File: src/rtl/mult_arbiter_if.sv
// rtl/mult_arbiter_if.sv - requester, result and shared-multiplier signals of the arbiter
interface mult_arbiter_if;
  // requester 0
  logic       req0;
  logic [3:0] a0;
  logic [3:0] b0;
  // requester 1
  logic       req1;
  logic [3:0] a1;
  logic [3:0] b1;
  // completion and result
  logic       ack0;
  logic       ack1;
  logic [7:0] dout;
  logic       dout_id;
  logic       busy;
  // shared multiplier
  logic       mul_start;
  logic [3:0] mul_din0;
  logic [3:0] mul_din1;
  logic [7:0] mul_dout;

  // system side: requesters plus the multiplier that returns mul_dout
  modport master (
    output req0, a0, b0, req1, a1, b1, mul_dout,
    input  ack0, ack1, dout, dout_id, busy, mul_start, mul_din0, mul_din1
  );

  // arbiter side
  modport slave (
    input  req0, a0, b0, req1, a1, b1, mul_dout,
    output ack0, ack1, dout, dout_id, busy, mul_start, mul_din0, mul_din1
  );
endinterface

File: src/rtl/mult_arbiter.sv
// rtl/mult_arbiter.sv - round-robin arbiter sharing one 4x4 multiplier between two requesters
module mult_arbiter (
  input  logic          clk,
  input  logic          rst,
  mult_arbiter_if.slave bus
);

  typedef enum logic [1:0] {
    IDLE = 2'd0,
    OPER = 2'd1,
    CAPT = 2'd2,
    DONE = 2'd3
  } state_t;

  state_t     state;
  state_t     state_nxt;

  // operands and owner of the in-flight operation, frozen at the grant edge
  logic [3:0] op_a;
  logic [3:0] op_b;
  logic       op_id;

  // round-robin pointer; reset to 1 so the first tie goes to requester 0
  logic       last_served;

  logic [7:0] dout_q;
  logic       dout_id_q;

  logic       any_req;
  logic       grant_id;
  logic       grant;

  // winner selection: a lone request wins, a tie goes to whoever was not served last
  always_comb begin
    any_req  = bus.req0 | bus.req1;
    grant_id = 1'b0;
    if (bus.req0 && bus.req1) begin
      grant_id = ~last_served;
    end else if (bus.req1) begin
      grant_id = 1'b1;
    end
    grant = (state == IDLE) && any_req;
  end

  // state register
  always_ff @(posedge clk or posedge rst) begin
    if (rst) begin
      state <= IDLE;
    end else begin
      state <= state_nxt;
    end
  end

  // next-state: a grant runs a fixed four-cycle sequence regardless of inputs
  always_comb begin
    state_nxt = state;
    case (state)
      IDLE:    state_nxt = any_req ? OPER : IDLE;
      OPER:    state_nxt = CAPT;
      CAPT:    state_nxt = DONE;
      DONE:    state_nxt = IDLE;
      default: state_nxt = IDLE;
    endcase
  end

  // latch the winner's operands and id; later input changes are ignored
  always_ff @(posedge clk or posedge rst) begin
    if (rst) begin
      op_a  <= 4'd0;
      op_b  <= 4'd0;
      op_id <= 1'b0;
    end else if (grant) begin
      op_a  <= grant_id ? bus.a1 : bus.a0;
      op_b  <= grant_id ? bus.b1 : bus.b0;
      op_id <= grant_id;
    end
  end

  // capture the multiplier result while in CAPT; held until the next capture
  always_ff @(posedge clk or posedge rst) begin
    if (rst) begin
      dout_q    <= 8'd0;
      dout_id_q <= 1'b0;
    end else if (state == CAPT) begin
      dout_q    <= bus.mul_dout;
      dout_id_q <= op_id;
    end
  end

  // advance the round-robin pointer only when an operation actually completes
  always_ff @(posedge clk or posedge rst) begin
    if (rst) begin
      last_served <= 1'b1;
    end else if (state == DONE) begin
      last_served <= op_id;
    end
  end

  // outputs decoded from state; the reset path clears them without a clock
  assign bus.busy      = (state != IDLE);
  assign bus.mul_start = (state == OPER) || (state == CAPT);
  assign bus.mul_din0  = op_a;
  assign bus.mul_din1  = op_b;
  assign bus.ack0      = (state == DONE) && !op_id;
  assign bus.ack1      = (state == DONE) && op_id;
  assign bus.dout      = dout_q;
  assign bus.dout_id   = dout_id_q;

endmodule

File: src/flat_wrapper.sv
// flat-port wrapper written by rule: the top's interface ports become plain ports
module mult_arbiter_flat 
  (clk, rst, bus_req0, bus_a0, bus_b0, bus_req1, bus_a1, bus_b1, bus_mul_dout, bus_ack0, bus_ack1, bus_dout, bus_dout_id, bus_busy, bus_mul_start, bus_mul_din0, bus_mul_din1);
  mult_arbiter_if bus_i ();
  input  logic clk;
  input  logic rst;
  input wire logic [$bits(bus_i.req0)-1:0] bus_req0;
  input wire logic [$bits(bus_i.a0)-1:0] bus_a0;
  input wire logic [$bits(bus_i.b0)-1:0] bus_b0;
  input wire logic [$bits(bus_i.req1)-1:0] bus_req1;
  input wire logic [$bits(bus_i.a1)-1:0] bus_a1;
  input wire logic [$bits(bus_i.b1)-1:0] bus_b1;
  input wire logic [$bits(bus_i.mul_dout)-1:0] bus_mul_dout;
  output wire logic [$bits(bus_i.ack0)-1:0] bus_ack0;
  output wire logic [$bits(bus_i.ack1)-1:0] bus_ack1;
  output wire logic [$bits(bus_i.dout)-1:0] bus_dout;
  output wire logic [$bits(bus_i.dout_id)-1:0] bus_dout_id;
  output wire logic [$bits(bus_i.busy)-1:0] bus_busy;
  output wire logic [$bits(bus_i.mul_start)-1:0] bus_mul_start;
  output wire logic [$bits(bus_i.mul_din0)-1:0] bus_mul_din0;
  output wire logic [$bits(bus_i.mul_din1)-1:0] bus_mul_din1;
  assign bus_i.req0 = bus_req0;
  assign bus_i.a0 = bus_a0;
  assign bus_i.b0 = bus_b0;
  assign bus_i.req1 = bus_req1;
  assign bus_i.a1 = bus_a1;
  assign bus_i.b1 = bus_b1;
  assign bus_i.mul_dout = bus_mul_dout;
  assign bus_ack0 = bus_i.ack0;
  assign bus_ack1 = bus_i.ack1;
  assign bus_dout = bus_i.dout;
  assign bus_dout_id = bus_i.dout_id;
  assign bus_busy = bus_i.busy;
  assign bus_mul_start = bus_i.mul_start;
  assign bus_mul_din0 = bus_i.mul_din0;
  assign bus_mul_din1 = bus_i.mul_din1;
  mult_arbiter u_core (.clk(clk), .rst(rst), .bus(bus_i));
endmodule
File: config.mk
export PLATFORM = sky130hd
export DESIGN_NAME = mult_arbiter_flat
export DESIGN_NICKNAME = d
export VERILOG_FILES = /design/src/rtl/mult_arbiter_if.sv /design/src/rtl/mult_arbiter.sv /design/src/flat_wrapper.sv
export SDC_FILE = /design/constraint.sdc
export NUM_CORES = 1
export LEC_CHECK = 0
export ABC_AREA = 1
export CORE_UTILIZATION = 35
export DETAILED_ROUTE_END_ITERATION = 7
export PLACE_DENSITY = 0.72
export SETUP_SLACK_MARGIN = 0.1
export SKIP_CTS_REPAIR_TIMING = 1
export SLEW_MARGIN = 25
export SYNTH_ARGS = -nofsm -noshare
export SYNTH_HDL_FRONTEND = slang
export SYNTH_SLANG_ARGS = --single-unit
export TNS_END_PERCENT = 20
File: constraint.sdc
create_clock -name clk -period 1.3 [get_ports clk]
set_clock_uncertainty 0.2 [all_clocks]
set_input_delay 0.26 -clock clk [delete_from_list [all_inputs] [get_ports clk]]
set_output_delay 0.26 -clock clk [all_outputs]
set_load 0.005 [all_outputs]
Yosys cells after proc, flatten, opt, wreduce, memory -nomap -nowiden
Cells that the tools add are included.
{"block": "word_totals", "ff_bits": 21, "in_bits": 28, "out_inout_bits": 21, "word_cells": 26}
{"block": "classes", "eq_ne": 3, "muxes": 6, "bitwise": 2, "reduce_logical": 8}
{"op": "$mux W4", "n": 2}
{"op": "$pmux W2 S4", "n": 1}
{"op": "$eq A2 B2 Y1 const B", "n": 2}
{"op": "$logic_and A1 B1 Y1", "n": 4}
{"op": "$mux W1", "n": 3}
{"op": "$eq A2 B1 Y1 const B", "n": 1}
{"op": "$logic_not A2 Y1", "n": 1}
{"op": "$reduce_bool A2 Y1", "n": 1}
{"op": "$logic_not A1 Y1", "n": 1}
{"op": "$logic_or A1 B1 Y1", "n": 1}
{"op": "$not A1 Y1", "n": 1}
{"op": "$or A1 B1 Y1", "n": 1}

Longest topological paths before layout
{"block": "logic_depth", "word_depth": 3, "ltp_mapped": 6, "depth_no_buf": 6}

Least setup slack after synthesis
Ideal clock, no wire load.
{"block": "synth_path", "path_kind": "register to register", "startpoint": "reg u_core.state[0]", "endpoint": "reg u_core.op_a[0], in the netlist u_core.bus.mul_din0[0]", "setup_time_ns": 0.065, "t_arrival_ns": 1.038, "t_required_ns": 1.035, "slack_ns": -0.003, "stages_incl_launch_ff": 7, "path_buffers": 0, "period_less_slack_ns": 1.303, "cell_sequence": "dfrtp_1 -> inv_1 -> ha_1 -> inv_2 -> nor2_4 -> nand3_1 -> nand2_1"}
{"block": "synth_via", "elab_chain_len": 2}
{"item": "start, declared", "line_no": "mult_arbiter.sv:15", "rtl": "state_t state;"}
{"item": "start signal, assigned", "line_no": "mult_arbiter.sv:50", "rtl": "state <= state_nxt;"}
{"item": "$logic_not A2 Y1", "line_no": "mult_arbiter.sv:42", "rtl": "grant = (state == IDLE) && any_req;"}
{"item": "$logic_and A1 B1 Y1", "line_no": "mult_arbiter.sv:42"}
{"item": "end signal, assigned", "line_no": "mult_arbiter.sv:73", "rtl": "op_a <= grant_id ? bus.a1 : bus.a0;"}
{"item": "end, declared", "line_no": "mult_arbiter.sv:19", "rtl": "logic [3:0] op_a;"}
No other way between the ends.
A chain may end at the register's enable or synchronous reset.

Worst setup path in the final report
{"block": "layout_path", "startpoint": "reg u_core.state[1]", "endpoint": "out bus_ack0"}
{"block": "layout_via", "elab_chain_len": 2}
{"item": "$eq A2 B2 Y1", "line_no": "mult_arbiter.sv:104", "rtl": "assign bus.ack0 = (state == DONE) && !op_id;"}
{"item": "$logic_and A1 B1 Y1", "line_no": "mult_arbiter.sv:104"}
{"item": "end, declared", "line_no": "flat_wrapper.sv:14", "rtl": "output wire logic [$bits(bus_i.ack0)-1:0] bus_ack0;"}
No other way between the ends.

==> flow_summary.ini <==
[floorplanning]
die_area_um2 = 3178
coreArea_um2 = 2781
io_pins = 49
die_h_um = 56.37
die_w_um = 56.37
initial_core_util_pct = 37.20
core.rowCount = 19

[routing]
vias = 1019
route.detailed.drc = 0
drtAntennaViolNets = 0
first_iter_violations = 20
drt-vias-per-instance = 4.549
wirelength_um = 2429
first_pass_iters = 4
wl_per_cell_um = 10.84

[final_layout]
post-route-cell-area_um2 = 1640
diodes = 0
area_delta_synth_final_pct = 58.52
nets = 225
drive_gt1_share_pct = 25.91
nFillCells = 269

[sta]
slew_headroom_pct = 82.03
rsz0062_at_grt = true
timing.setup.tns_ns = -4.913
period_share_pct = 135.1
finalSetupViolCount = 23
max_freq_ghz = 0.5695
worstMarginPinSlew_ns = 0.2687
period_needed_ns = 1.756
slew_violations = 0
finalHoldViolations = 0
worst_slack_ns = -0.4559

[yosys]
ys_seq_elements = 21
synth_most_common_cell = nand2_1
ys.flop_type = dfrtp_1
yosys.area_share.adder_pct = 3.628
synth_edf_count = 0
yosys-top-cells-area = dfrtp_1 (48%), nand2_1 (20%), nand3_1 (7.7%), inv_1 (7.6%), ha_1 (3.6%)
synth.largest_area_cell = dfrtp_1
syn-cell-area_um2 = 1035
yosys.area_share.simple_pct = 33.01
async_reset_ff_share_pct = 100.0
synth_nets = 159
synth_mux_area_share_pct = 0
synth_compound_area_share_pct = 2.539
yosys.area.top_type_share_pct = 48.37
ys_seq_area_share_pct = 50.91
synth_top_family_by_area = simple AND/OR/NAND/NOR gates
ys_warn_count = 0
avgSynthCellArea_um2 = 8.084
ys_types = 18
synth_xor_area_share_pct = 0
ys_top_cells_by_count = nand2_1 (54), inv_1 (21), dfrtp_1 (20)
synthCells = 128

[setup_path]
setup.worst_path.class = flip-flop to primary output
start_kind = flip-flop
crit_fanout = 3
end_kind = primary output
cp.arrival_ns = 1.30
r2r_slack_ns = -0.23
cp.required_ns = 0.84

[power]
leakagePower_nw = 0.9250
power_frac_clock_pct = 9.4
totalPowerFinal_w = 0.003230
swShare_pct = 37.56
power_frac_comb_pct = 53.8
vdd_ir_drop_max_mv = 1.165
power.share.sequential_pct = 36.8
intPower_w = 0.002017
p_per_area_nw_per_um2 = 1969
p_sw_w = 0.001213

[placement]
place.gp.congestion = 0.7133
io_buffers = 48
place_ws_ns = -0.3950
placed_area_um2 = 1630
place.detailed.hpwl_um = 1858

[clock_tree]
clkLatencyLatePin_ns = 0.29
clock_path_buffers = 2
numCtsBuffers = 3
h-tree-depth = 1
root_buffer = clkbuf_4
cts_num_sinks = 21
cts_tree = yes
clk_pin_slew_ns = 0.12

[grt]
grt_pass1_wl_um = 4140
grt_pass1_vias = 1007
grt.overflow.total = 0
grt_max_degree = 22
grt_use_total_pct = 16.58
antenna_found_initial = 0

[worst_hold_path]
hold_path.class = input port to asynchronous set/reset pin

[run]
maxCapViolCount = 0

[run_status]
outcome = complete, but fails checks
violations = setup timing
## final cells by class
type | count | area [um2] | share of cell area (%)
Sequential cell | 21 | 526.8 | 32.11
Timing Repair Buffer | 63 | 526.8 | 32.11
Multi-Input combinational cell | 82 | 430.4 | 26.24
Inverter | 23 | 91.34 | 5.568
Tap cell | 31 | 38.79 | 2.365
Clock buffer | 4 | 26.28 | 1.602
## routing by layer
| layer | vias up | GRT usage (%) | share of wire (%) |
|---|---|---|---|
| met3 | 2 | 3.456 | 7.0 |
| met4 | 0 | 6.620 | 0.74 |
| met5 | - | 0 | 0 |
| li1 | 513 | - | - |
| met2 | 37 | 29.93 | 50 |
| met1 | 467 | 19.02 | 42 |
## power by group through the flow
stage	clock network, W	logic, W	registers (W)
4_1_cts	0.000316	0.00187	0.00118
3_5_place_dp	0	0.00185	0.00119
5_1_grt	0.000361	0.00195	0.00123
2_1_floorplan	0	0.000744	0.00120
3_3_place_gp	0	0.00181	0.00118
6_report	0.000304	0.00174	0.00119
## sequential cells by signal (all words and copies together), names as in the netlist
| name | cells |
|---|---|
| u_core.bus.dout | 8 |
| u_core.bus.dout_id | 1 |
| u_core.bus.mul_din0 | 4 |
| u_core.bus.mul_din1 | 4 |
| u_core.last_served | 1 |
| u_core.op_id | 1 |
| u_core.state | 2 |
## kinds of logic after synthesis
| family | count (synthesis) |
|---|---|
| and+or+nand+nor | 76 |
| AOI/OAI and AO/OA | 3 |
| buffers and inverters | 25 |
| adders and majority gates | 3 |
| DFF | 21 |
## worst max-delay path, cell delays in order (launching register included)
cell,delay [ns]
dfrtp_1,0.43
buf_6,0.13
ha_4,0.15
buf_6,0.11
inv_2,0.04
nor2_1,0.03
buf_2,0.12
## final timing paths
kind                                    startpoint                      to  depth (start not counted)
max in group asynchronous                      rst      u_core.last_served                          3
worst min-delay path                           rst         u_core.state[1]                          3
worst min register to register  u_core.bus.dout[0]      u_core.bus.dout[0]                          2
worst max-delay path               u_core.state[1]                bus_ack0                          6
worst max register to register     u_core.state[1]  u_core.bus.mul_din1[2]                          8
min in group clk                u_core.bus.dout[0]      u_core.bus.dout[0]                          2
## cells in the final DEF, fill, tap and decap left out, drive strengths merged
cell	netlist	final
nand2	57	57
clkdlybuf4s50	0	27
inv	23	23
clkbuf	0	22
dfrtp	20	20
nand3	16	16
buf	2	16
ha	3	3
nor2	3	3
o21ai	3	3
dlymetal6s2s	0	2
dfstp	1	1
## through the flow
step | util [%] | cells | hold WS, ns
6_report | 58.97 | 224 | 0.07298
5_1_grt | 58.97 | 224 | 0.06170
4_1_cts | 59.56 | 219 | 0.07472
3_5_place_dp | 58.61 | 215 | 0.2580
3_3_place_gp | 58.61 | 215 | 0.2529
2_1_floorplan | - | 128 | 0.03579
Power figures use the tool's default switching activity.
